$ cat src/rtl/stopwatch_ctrl.sv
// Stopwatch control FSM: debounces the three board keys and drives the
// enable / clear / load / display-hold controls of the BCD counter chain.
//
// Ports:
//   clk          system clock (CLOCK_50)
//   aclr         synchronous active-low reset, sampled on rising clk
//   tick         single-cycle 1 s strobe
//   key_start_n  raw start/stop key, active-low, asynchronous
//   key_lap_n    raw lap/reset key, active-low, asynchronous
//   key_load_n   raw preset-load key, active-low, asynchronous
//   top_roll     every counter stage at its terminal value
//   cnt_en       registered count enable pulse to the first stage
//   cnt_clr_n    registered active-low clear pulse to all stages
//   cnt_load     registered preset-load pulse
//   disp_hold    freeze display latch (lap view)
//   state        FSM state: IDLE=0, RUN=1, LAP=2, PAUSE=3

// Per-key synchroniser, debouncer and press-edge detector.
// press is a one-cycle strobe on the debounced 1->0 edge.
module sw_debounce #(
  parameter int DB_CYCLES = 500000
) (
  input  logic clk,
  input  logic aclr,
  input  logic key_n,
  output logic press
);

  localparam int CW = (DB_CYCLES > 2) ? $clog2(DB_CYCLES) : 1;
  localparam logic [CW-1:0] CNT_LAST = CW'(DB_CYCLES - 1);

  logic          sync1;
  logic          sync2;
  logic          level;
  logic          level_q;
  logic [CW-1:0] cnt;

  always_ff @(posedge clk) begin
    if (!aclr) begin
      sync1   <= 1'b1;
      sync2   <= 1'b1;
      level   <= 1'b1;
      level_q <= 1'b1;
      cnt     <= '0;
    end else begin
      sync1   <= key_n;
      sync2   <= sync1;
      level_q <= level;
      if (sync2 == level) begin
        cnt <= '0;
      end else if (cnt == CNT_LAST) begin
        level <= sync2;
        cnt   <= '0;
      end else begin
        cnt <= cnt + 1'b1;
      end
    end
  end

  // Only the falling debounced edge is an event; release is silent.
  assign press = level_q & ~level;

endmodule

module stopwatch_ctrl #(
  parameter int DB_CYCLES   = 500000,
  parameter bit STOP_AT_MAX = 1'b1
) (
  input  logic       clk,
  input  logic       aclr,
  input  logic       tick,
  input  logic       key_start_n,
  input  logic       key_lap_n,
  input  logic       key_load_n,
  input  logic       top_roll,
  output logic       cnt_en,
  output logic       cnt_clr_n,
  output logic       cnt_load,
  output logic       disp_hold,
  output logic [1:0] state
);

  typedef enum logic [1:0] {
    IDLE  = 2'd0,
    RUN   = 2'd1,
    LAP   = 2'd2,
    PAUSE = 2'd3
  } st_t;

  st_t  st_q;
  st_t  st_d;

  logic p_start;
  logic p_lap;
  logic p_load;

  logic ev_start;
  logic ev_lap;
  logic ev_load;

  logic counting;
  logic at_max;

  logic en_d;
  logic clr_n_d;
  logic load_d;
  logic hold_d;

  sw_debounce #(.DB_CYCLES(DB_CYCLES)) u_db_start (
    .clk   (clk),
    .aclr  (aclr),
    .key_n (key_start_n),
    .press (p_start)
  );

  sw_debounce #(.DB_CYCLES(DB_CYCLES)) u_db_lap (
    .clk   (clk),
    .aclr  (aclr),
    .key_n (key_lap_n),
    .press (p_lap)
  );

  sw_debounce #(.DB_CYCLES(DB_CYCLES)) u_db_load (
    .clk   (clk),
    .aclr  (aclr),
    .key_n (key_load_n),
    .press (p_load)
  );

  // Priority start > lap > load; losers are dropped.
  assign ev_start = p_start;
  assign ev_lap   = p_lap & ~p_start;
  assign ev_load  = p_load & ~p_start & ~p_lap;

  // Tick qualification uses the pre-transition state.
  assign counting = (st_q == RUN) || (st_q == LAP);
  assign at_max   = STOP_AT_MAX & tick & counting & top_roll;

  // State and registered outputs.
  always_ff @(posedge clk) begin
    if (!aclr) begin
      st_q      <= IDLE;
      cnt_en    <= 1'b0;
      cnt_clr_n <= 1'b0;
      cnt_load  <= 1'b0;
      disp_hold <= 1'b0;
    end else begin
      st_q      <= st_d;
      cnt_en    <= en_d;
      cnt_clr_n <= clr_n_d;
      cnt_load  <= load_d;
      disp_hold <= hold_d;
    end
  end

  // Next state. Auto-pause at max wins over a lap press in the same
  // cycle so the chain never counts past its terminal value.
  always_comb begin
    st_d = st_q;
    unique case (st_q)
      IDLE: begin
        if (ev_start) st_d = RUN;
      end
      RUN: begin
        unique case (1'b1)
          ev_start: st_d = PAUSE;
          at_max:   st_d = PAUSE;
          ev_lap:   st_d = LAP;
          default:  st_d = RUN;
        endcase
      end
      LAP: begin
        unique case (1'b1)
          ev_start: st_d = PAUSE;
          at_max:   st_d = PAUSE;
          ev_lap:   st_d = RUN;
          default:  st_d = LAP;
        endcase
      end
      PAUSE: begin
        unique case (1'b1)
          ev_start: st_d = RUN;
          ev_lap:   st_d = IDLE;
          default:  st_d = PAUSE;
        endcase
      end
      default: st_d = IDLE;
    endcase
  end

  // Next output values, registered above.
  always_comb begin
    en_d    = tick & counting & ~at_max;
    clr_n_d = 1'b1;
    load_d  = 1'b0;
    hold_d  = disp_hold;
    unique case (st_q)
      IDLE: begin
        if (ev_lap)  clr_n_d = 1'b0;
        if (ev_load) load_d  = 1'b1;
        hold_d = 1'b0;
      end
      RUN: begin
        if (ev_lap && !at_max) hold_d = 1'b1;
      end
      LAP: begin
        if (ev_lap && !at_max) hold_d = 1'b0;
      end
      PAUSE: begin
        if (ev_start) hold_d = 1'b0;
        if (ev_lap) begin
          clr_n_d = 1'b0;
          hold_d  = 1'b0;
        end
        if (ev_load) load_d = 1'b1;
      end
      default: hold_d = 1'b0;
    endcase
  end

  assign state = st_q;

endmodule

$ cat config.mk
export PLATFORM = sky130hd
export DESIGN_NAME = stopwatch_ctrl
export DESIGN_NICKNAME = d
export VERILOG_FILES = /design/src/rtl/stopwatch_ctrl.sv
export SDC_FILE = /design/constraint.sdc
export NUM_CORES = 1
export LEC_CHECK = 0
export CORE_MARGIN = 2
export CORE_UTILIZATION = 45
export DETAILED_ROUTE_END_ITERATION = 7
export MAX_ROUTING_LAYER = met4
export SYNTH_ARGS = -nofsm -noshare
export SYNTH_HDL_FRONTEND = slang
export SYNTH_SLANG_ARGS = --single-unit
$ cat constraint.sdc
create_clock -name clk -period 4.6 [get_ports clk]
set_clock_uncertainty 0.15 [all_clocks]
set_input_delay 1.15 -clock clk [delete_from_list [all_inputs] [get_ports clk]]
set_output_delay 1.15 -clock clk [all_outputs]
set_load 0.03 [all_outputs]
### After elaboration in Yosys (flattened, before gate mapping)

Index checks and enable logic that the tools add are counted.

* flip-flop bits (word level): 75
* input bits: 7
* output and inout port bits: 6
* word-level logic and storage cells: 82

* $add $sub $neg: 3
* eq/ne operators: 13
* mux-type cells: 13
* bitwise logic cells: 19
* reductions and logical operators: 14

Operators with widths (count)
* adder 19 x 1 -> 19 bit (second input constant): 3
* equality test 19 bit (second input constant): 3
* one-hot mux 2 bit (2 select lines): 3
* inverter 1 bit: 10
* AND 1 bit: 9
* OR reduction 3 bit: 3
* one-hot mux 2 bit (4 select lines): 1
* AND reduction 2 bit: 4
* two-way mux 1 bit: 7
* equality test 2 bit (second input constant): 2
* != test 2 x 1 -> 1 bit (second input constant): 2
* one-hot mux 1 bit (4 select lines): 1
* OR reduction 2 bit: 2
* equality test 1 bit: 3
* != test 3 bit (second input constant): 1
* AND reduction 3 bit: 1
* equality test 2 x 1 -> 1 bit (second input constant): 1
* zero test 2 bit: 1
* two-way mux 2 bit: 1
* != test 2 bit (second input constant): 1
* logical AND 1 bit: 1
* zero test 1 bit: 1
* logical OR 1 bit: 1

### Depth between registers and ports, before layout

Gate-level depths: netlist (run 1).

* word-level depth: 8
* gate-level depth with buffers: 7
* mapped depth without buffers: 6

### Hierarchy

Synthesis (run 1) repeated with hierarchy kept, for this count alone.

* cell total of the unflattened synthesis: 365
* area, all modules: 3372.0 µm²

Modules (own cells, without submodules)
* sw_debounce: times used 3, cells each 109, area an instance 1002.2 µm², sequential area each 460.4 µm²
* stopwatch_ctrl: times used 1, cells each 38, area an instance 365.4 µm², sequential area each 120.1 µm²

### Worst setup path after synthesis (run 1)

OpenSTA, ideal clock, no wires.

* path type: input -> register
* start point: input aclr
* end point: register u_db_load.cnt[10]
* setup time: 0.117 ns
* arrival: 1.862 ns
* data required time: 4.333 ns
* setup slack: 2.471 ns
* stages: 5
* buffers on the path: 1
* path through: inv_1 nor2_1 o21ai_1 buf_2 nor2_1

* cells in the longest elaborated chain, start to end: 2

RTL lines
* start, declared: line 70 `input logic aclr,`
* inverter 1 bit (no source line)
* OR reduction 3 bit (no source line)
* end signal, assigned: line 55 `cnt <= cnt + 1'b1;`
* end, declared: line 36 `logic [CW-1:0] cnt;`

Every way passes these cells.
A chain may end at the register's enable or synchronous reset.

### Worst setup path after layout (run 1)

* start point: input aclr
* end point: register u_db_load.cnt[9]

The elaborated chain is that of the path after synthesis.

==> impl_metrics.tcl, run 1 <==
set metrics [dict create \
    min_path_type "flip-flop to flip-flop" \
    max_freq_ghz 0.343 \
    syn-cell-area_um2 3400 \
    insertion_delay_ns 0.35 \
    diodes 0 \
    gp_congestion 0.833 \
    die_h_um 91.0 \
    postRouteAntennaNets 0 \
    power_density_nw_per_um2 312 \
    regArea_um2 1500 \
    nNetsFinal 410 \
    synth_edf_count 0 \
    synth_most_common_cell "dfxtp_1" \
    fin_cells 499 \
    dp_cells 483 \
    slew_viol_final 0 \
    die_area_um2 8270 \
    arrival_ns 3.04 \
    seq_area_frac_synth_pct 44.1 \
    outcome "complete, no violations" \
    synthCells 383 \
    routedWlPerCell_um 12.6 \
    period_share_pct 63.4 \
    track_usage_pct 17.5 \
    slowest_stage "clkdlybuf4s50_1" \
    core.rowCount 31 \
    path_class "primary input to flip-flop" \
    cap_violations 0 \
    area_delta_synth_final_pct 11.2 \
    globalRouteOverflowTotal 0 \
    drt_iter0_markers 118 \
    clk_pin_slew_worst_paths_ns 0.08 \
    antenna_found_initial 0 \
    dr_wl_met2_um 2770 \
    leakage_nw 1.15 \
    synth.avg_cell_area_um2 8.89 \
    cts_setup_buffers 0 \
    port_buffers 12 \
    final-setup-viol-count 0 \
    wl_met3_um 242 \
    firstDrtPassIters 4 \
    maxSlewHeadroom_pct 21.7 \
    die_x_um 91.0 \
    hold_violations 0 \
    end_kind "flip-flop" \
    synth.top_cell.area_share_pct 44.1 \
    yosysUniqueCellTypes 42 \
    synth_commonest_cells "dfxtp_1, nor2_1, nand3_1, xnor2_1, xor2_1" \
    num-fill-cells 753 \
    routed_wl_um 6290 \
    grt_pass1_vias 2526 \
    cts-buffers-inserted 9 \
    drive_gt1_share_pct 6.00 \
    wl_met1_um 3200 \
    vias 2623 \
    yosysTopAreaCell "dfxtp_1" \
    synth-main-ff-cell "dfxtp_1" \
    grt_max_degree 17 \
    viasPerCell 5.26 \
    start_kind "primary input" \
    top_layer "met4" \
    synth_nets 398 \
    worst_pin_slew_ns 1.17 \
    hpwlAfterDp_um 4330 \
    cts_tree "yes" \
    ios 13 \
    ys_ff_latch 75 \
    synthArstFlopShare_pct 0 \
    ir_drop_v 0.000168 \
    fin_tns_setup_ns 0 \
    path_max_fanout 15 \
    cts.sinks 75 \
    multi_input_area_um2 1800 \
    core_area_um2 7290 \
    critPathMaxStageDelay_ns 0.72 \
    cp_num_buf_inv 2 \
    drc 0 \
    period_needed_ns 2.92 \
    path_cells "clkdlybuf4s50_1 -> inv_1 -> nor2_1 -> o21ai_1 -> nor2_1" \
    postCtsHoldBufs 0 \
    rsz0062_at_grt "false" \
    initial_utilization_pct 46.7 \
    htree_levels 3 \
    root_buffer "clkbuf_8" \
    clk_path_buf_depth 2 \
    synthTopCellsByArea "dfxtp_1, nor2_1, xnor2_1" \
    yosysWarnings 0 \
    crit_top_cell "nor2_1" \
    required_ns 4.72 \
    grt_pass1_wl_um 11500 \
    cp_top_family "buffers and inverters" \
    cts_resized 0 \
]
## per-stage QoR
step / area, um^2 / power, mW / utilization, % / setup slack (ns) / hold slack, ns
5_1_grt: 3790 / 1.23 / 51.9 / 1.45 / 0.281
3_3_place_gp: 3600 / 0.708 / 49.4 / 1.39 / 0.243
2_1_floorplan: 3400 / 0.694 / - / 2.47 / 0.236
6_report: 3790 / 1.18 / 51.9 / 1.68 / 0.262
4_1_cts: 3790 / 1.20 / 51.9 / 1.65 / 0.267
3_5_place_dp: 3600 / 0.708 / 49.4 / 1.32 / 0.248
## sequential cells by signal, summed over array words and instances, names as in the netlist, 2 cells and up
signal	flops
u_db_lap.cnt	19
u_db_load.cnt	19
state	2
u_db_start.cnt	19
## layout make-up
class	instances	share of cell area, %
tap	99	3.27
clock inverter	4	1.35
multi-input combinational	282	47.5
clock buffer	12	3.57
inverter	15	1.49
timing repair buffer	12	3.17
sequential	75	39.7
## layer usage
layer / global-route usage, % / up-vias
met1: 22.4 / 1217
met3: 5.48 / 6
met4: 5.68 / 0
li1: - / 1364
met5: - / -
met2: 26.3 / 36
## path summary, 6_finish.rpt
check,startpoint,end,slack [ns],cells past startpoint
worst max-delay path,aclr,u_db_load.cnt[9],1.68,5
worst max register to register,u_db_lap.cnt[0],u_db_lap.cnt[3],2.08,5
worst min-delay path,u_db_start.sync1,u_db_start.sync2,0.26,1
worst min register to register,u_db_start.sync1,u_db_start.sync2,0.26,1
## logic make-up (layout without fill, tap and decap cells)
family                   Yosys count  after routing  synth area share [%]
multiplexers                       5              5                  1.51
XOR/XNOR                          46             46                  11.8
AO/OA/AOI/OAI                     23             23                  4.67
buffers and inverters             26             43                  3.05
flip-flops                        75             75                  44.1
AND/OR/NAND/NOR                  200            200                  31.9
adder cells (fa/ha/maj)            8              8                  2.94
## where the power goes
| group | internal (mW) | switching [mW] |
|---|---|---|
| Clock | 0.251 | 0.237 |
| Sequential | 0.654 | 0.00340 |
| Combinational | 0.0154 | 0.0201 |
| Total | 0.920 | 0.261 |
## layout by cell type, fill, tap and decap left out, drive strengths merged, types with 2 or more instances in the layout
cell	count
o221ai	2
clkbuf	12
and3	8
nand4	18
o21bai	2
dfxtp	75
and2	3
and4	6
nor2	64
o21ai	2
xnor2	27
nor4b	5
xor2	19
a31oi	3
inv	15
clkdlybuf4s50	12
nand2b	11
o31ai	2
nand3	30
or3	3
clkinv	2
and4b	3
a21oi	8
mux2i	4
nor3	15
ha	8
nand2	16
nor4	14
(Power assumes the default switching activity.)
==> inputs of run 2 (changes only) <==
==> constraint.sdc (replaced) <==
create_clock -name clk -period 2.9 [get_ports clk]
set_clock_uncertainty 0.15 [all_clocks]
set_input_delay 0.725 -clock clk [delete_from_list [all_inputs] [get_ports clk]]
set_output_delay 0.725 -clock clk [all_outputs]
set_load 0.03 [all_outputs]
==> impl_metrics.tcl, run 2 (same netlist as run 1, synthesis figures left out) <==
set metrics [dict create \
    area_delta_synth_final_pct 10.7 \
    ios 13 \
    cts_setup_buffers 0 \
    period_needed_ns 2.51 \
    die_h_um 91.0 \
    r2r_cells 5 \
    track_usage_pct 17.3 \
    worstHoldPathCells 1 \
    design_area_um2 3770 \
    grt_pass1_wl_um 11500 \
    drt_iter0_markers 104 \
    combPwrFrac_pct 3.3 \
    p_clk_share_pct 37.9 \
    seqPwrFrac_pct 58.8 \
    final_cell_mix "dfxtp_1, nor2_1, nand3_1, xnor2_1, xor2_1" \
    antenna_found_initial 0 \
    diodes 0 \
    routedWlPerCell_um 12.8 \
    drive_gt1_share_pct 6.73 \
    cts.sinks 75 \
    core_area_um2 7290 \
    maxSlewHeadroom_pct 22.6 \
    firstDrtPassIters 5 \
    period_share_pct 86.6 \
    switching_share_pct 23.0 \
    port_buffers 12 \
    p_switching_uw 408 \
    viasPerCell 5.20 \
    power_density_nw_per_um2 471 \
    min_path_type "flip-flop to flip-flop" \
    required_ns 2.93 \
    p_int_mw 1.37 \
    gp_congestion 0.848 \
    postLayoutCoreUtil_pct 51.7 \
    htree_levels 3 \
    path_class "flip-flop to flip-flop" \
    final_common_cell "dfxtp_1" \
    cap_violations 0 \
    cts_tree "yes" \
    num-fill-cells 724 \
    cts_resized 0 \
    root_buffer "clkbuf_8" \
    whs_ns 0.262 \
    routed_wl_um 6400 \
    globalRouteOverflowTotal 0 \
    vias 2598 \
    die_x_um 91.0 \
    final-setup-viol-count 0 \
    path_max_fanout 16 \
    reg_top3 "u_db_lap.cnt x19, u_db_load.cnt x19, u_db_start.cnt x19" \
    start_kind "flip-flop" \
    postCtsHoldBufs 0 \
    die_area_um2 8270 \
    worst_pin_slew_ns 1.16 \
    cts-buffers-inserted 9 \
    end_kind "flip-flop" \
    fin_tns_setup_ns 0 \
    core.rowCount 31 \
    postRouteAntennaNets 0 \
    arrival_ns 2.54 \
    grt_pass1_vias 2447 \
    ir_drop_v 0.000246 \
    hpwlAfterDp_um 4430 \
    max_freq_ghz 0.398 \
    insertion_delay_ns 0.34 \
    clk_pin_slew_worst_paths_ns 0.08 \
    initial_utilization_pct 46.7 \
    slew_viol_final 0 \
    clk_path_buf_depth 2 \
    hold_violations 0 \
    fin_cells 500 \
    rsz0062_at_grt "false" \
    grt_max_degree 17 \
    dpl_cell_area_um2 3610 \
    leakage_nw 1.15 \
    outcome "complete, no violations" \
    nNetsFinal 411 \
    drc 0 \
    dp_cells 484 \
]
[run 2: layout make-up]
cell class | instances | area, um^2 | area share (%)
multi-input cells | 282 | 1800 | 47.7
flip-flops and latches | 75 | 1500 | 39.9
clock buffers | 10 | 128 | 3.39
repair buffers | 13 | 128 | 3.39
well taps | 99 | 124 | 3.29
inverters | 15 | 56.3 | 1.49
clock inverters | 6 | 32.5 | 0.864
[run 2: path summary, 6_finish.rpt]
kind / start / slack [ns] / end
worst min-delay path: u_db_load.sync1 / 0.26 / u_db_load.sync2
worst max register to register: u_db_lap.cnt[0] / 0.39 / u_db_lap.cnt[3]
worst max-delay path: u_db_lap.cnt[0] / 0.39 / u_db_lap.cnt[3]
worst min register to register: u_db_load.sync1 / 0.26 / u_db_load.sync2
[run 2: power by group through the flow]
| stage | logic (mW) | registers (mW) | clock network (mW) |
|---|---|---|---|
| floorplan | 0.0298 | 1.07 | 0 |
| global placement | 0.0576 | 1.07 | 0 |
| detailed placement | 0.0590 | 1.07 | 0 |
| CTS | 0.0593 | 1.04 | 0.693 |
| global route | 0.0647 | 1.04 | 0.749 |
| finish | 0.0585 | 1.04 | 0.672 |
[run 2: routing by layer]
layer	track usage, %	vias up	share of wire [%]
met3	2.99	8	2.9
met5	-	-	0
met1	23.8	1188	52
met2	25.7	38	44
met4	6.44	0	1.5
li1	-	1364	-
[run 2: worst max-delay path, cell delays in order, from the launching register on]
cell and delay, ns:
dfxtp_1 0.43, ha_1 0.25, and4_1 0.38, nand2_1 0.11, o21bai_1 0.92, nor2_1 0.11
[run 2: through the flow]
| stage | worst slack, ns | power [mW] |
|---|---|---|
| 6_report | 0.388 | 1.77 |
| 5_1_grt | 0.0949 | 1.86 |
| 4_1_cts | 0.372 | 1.80 |
| 3_5_place_dp | 0.339 | 1.13 |
| 3_3_place_gp | 0.385 | 1.12 |
| 2_1_floorplan | 0.953 | 1.10 |
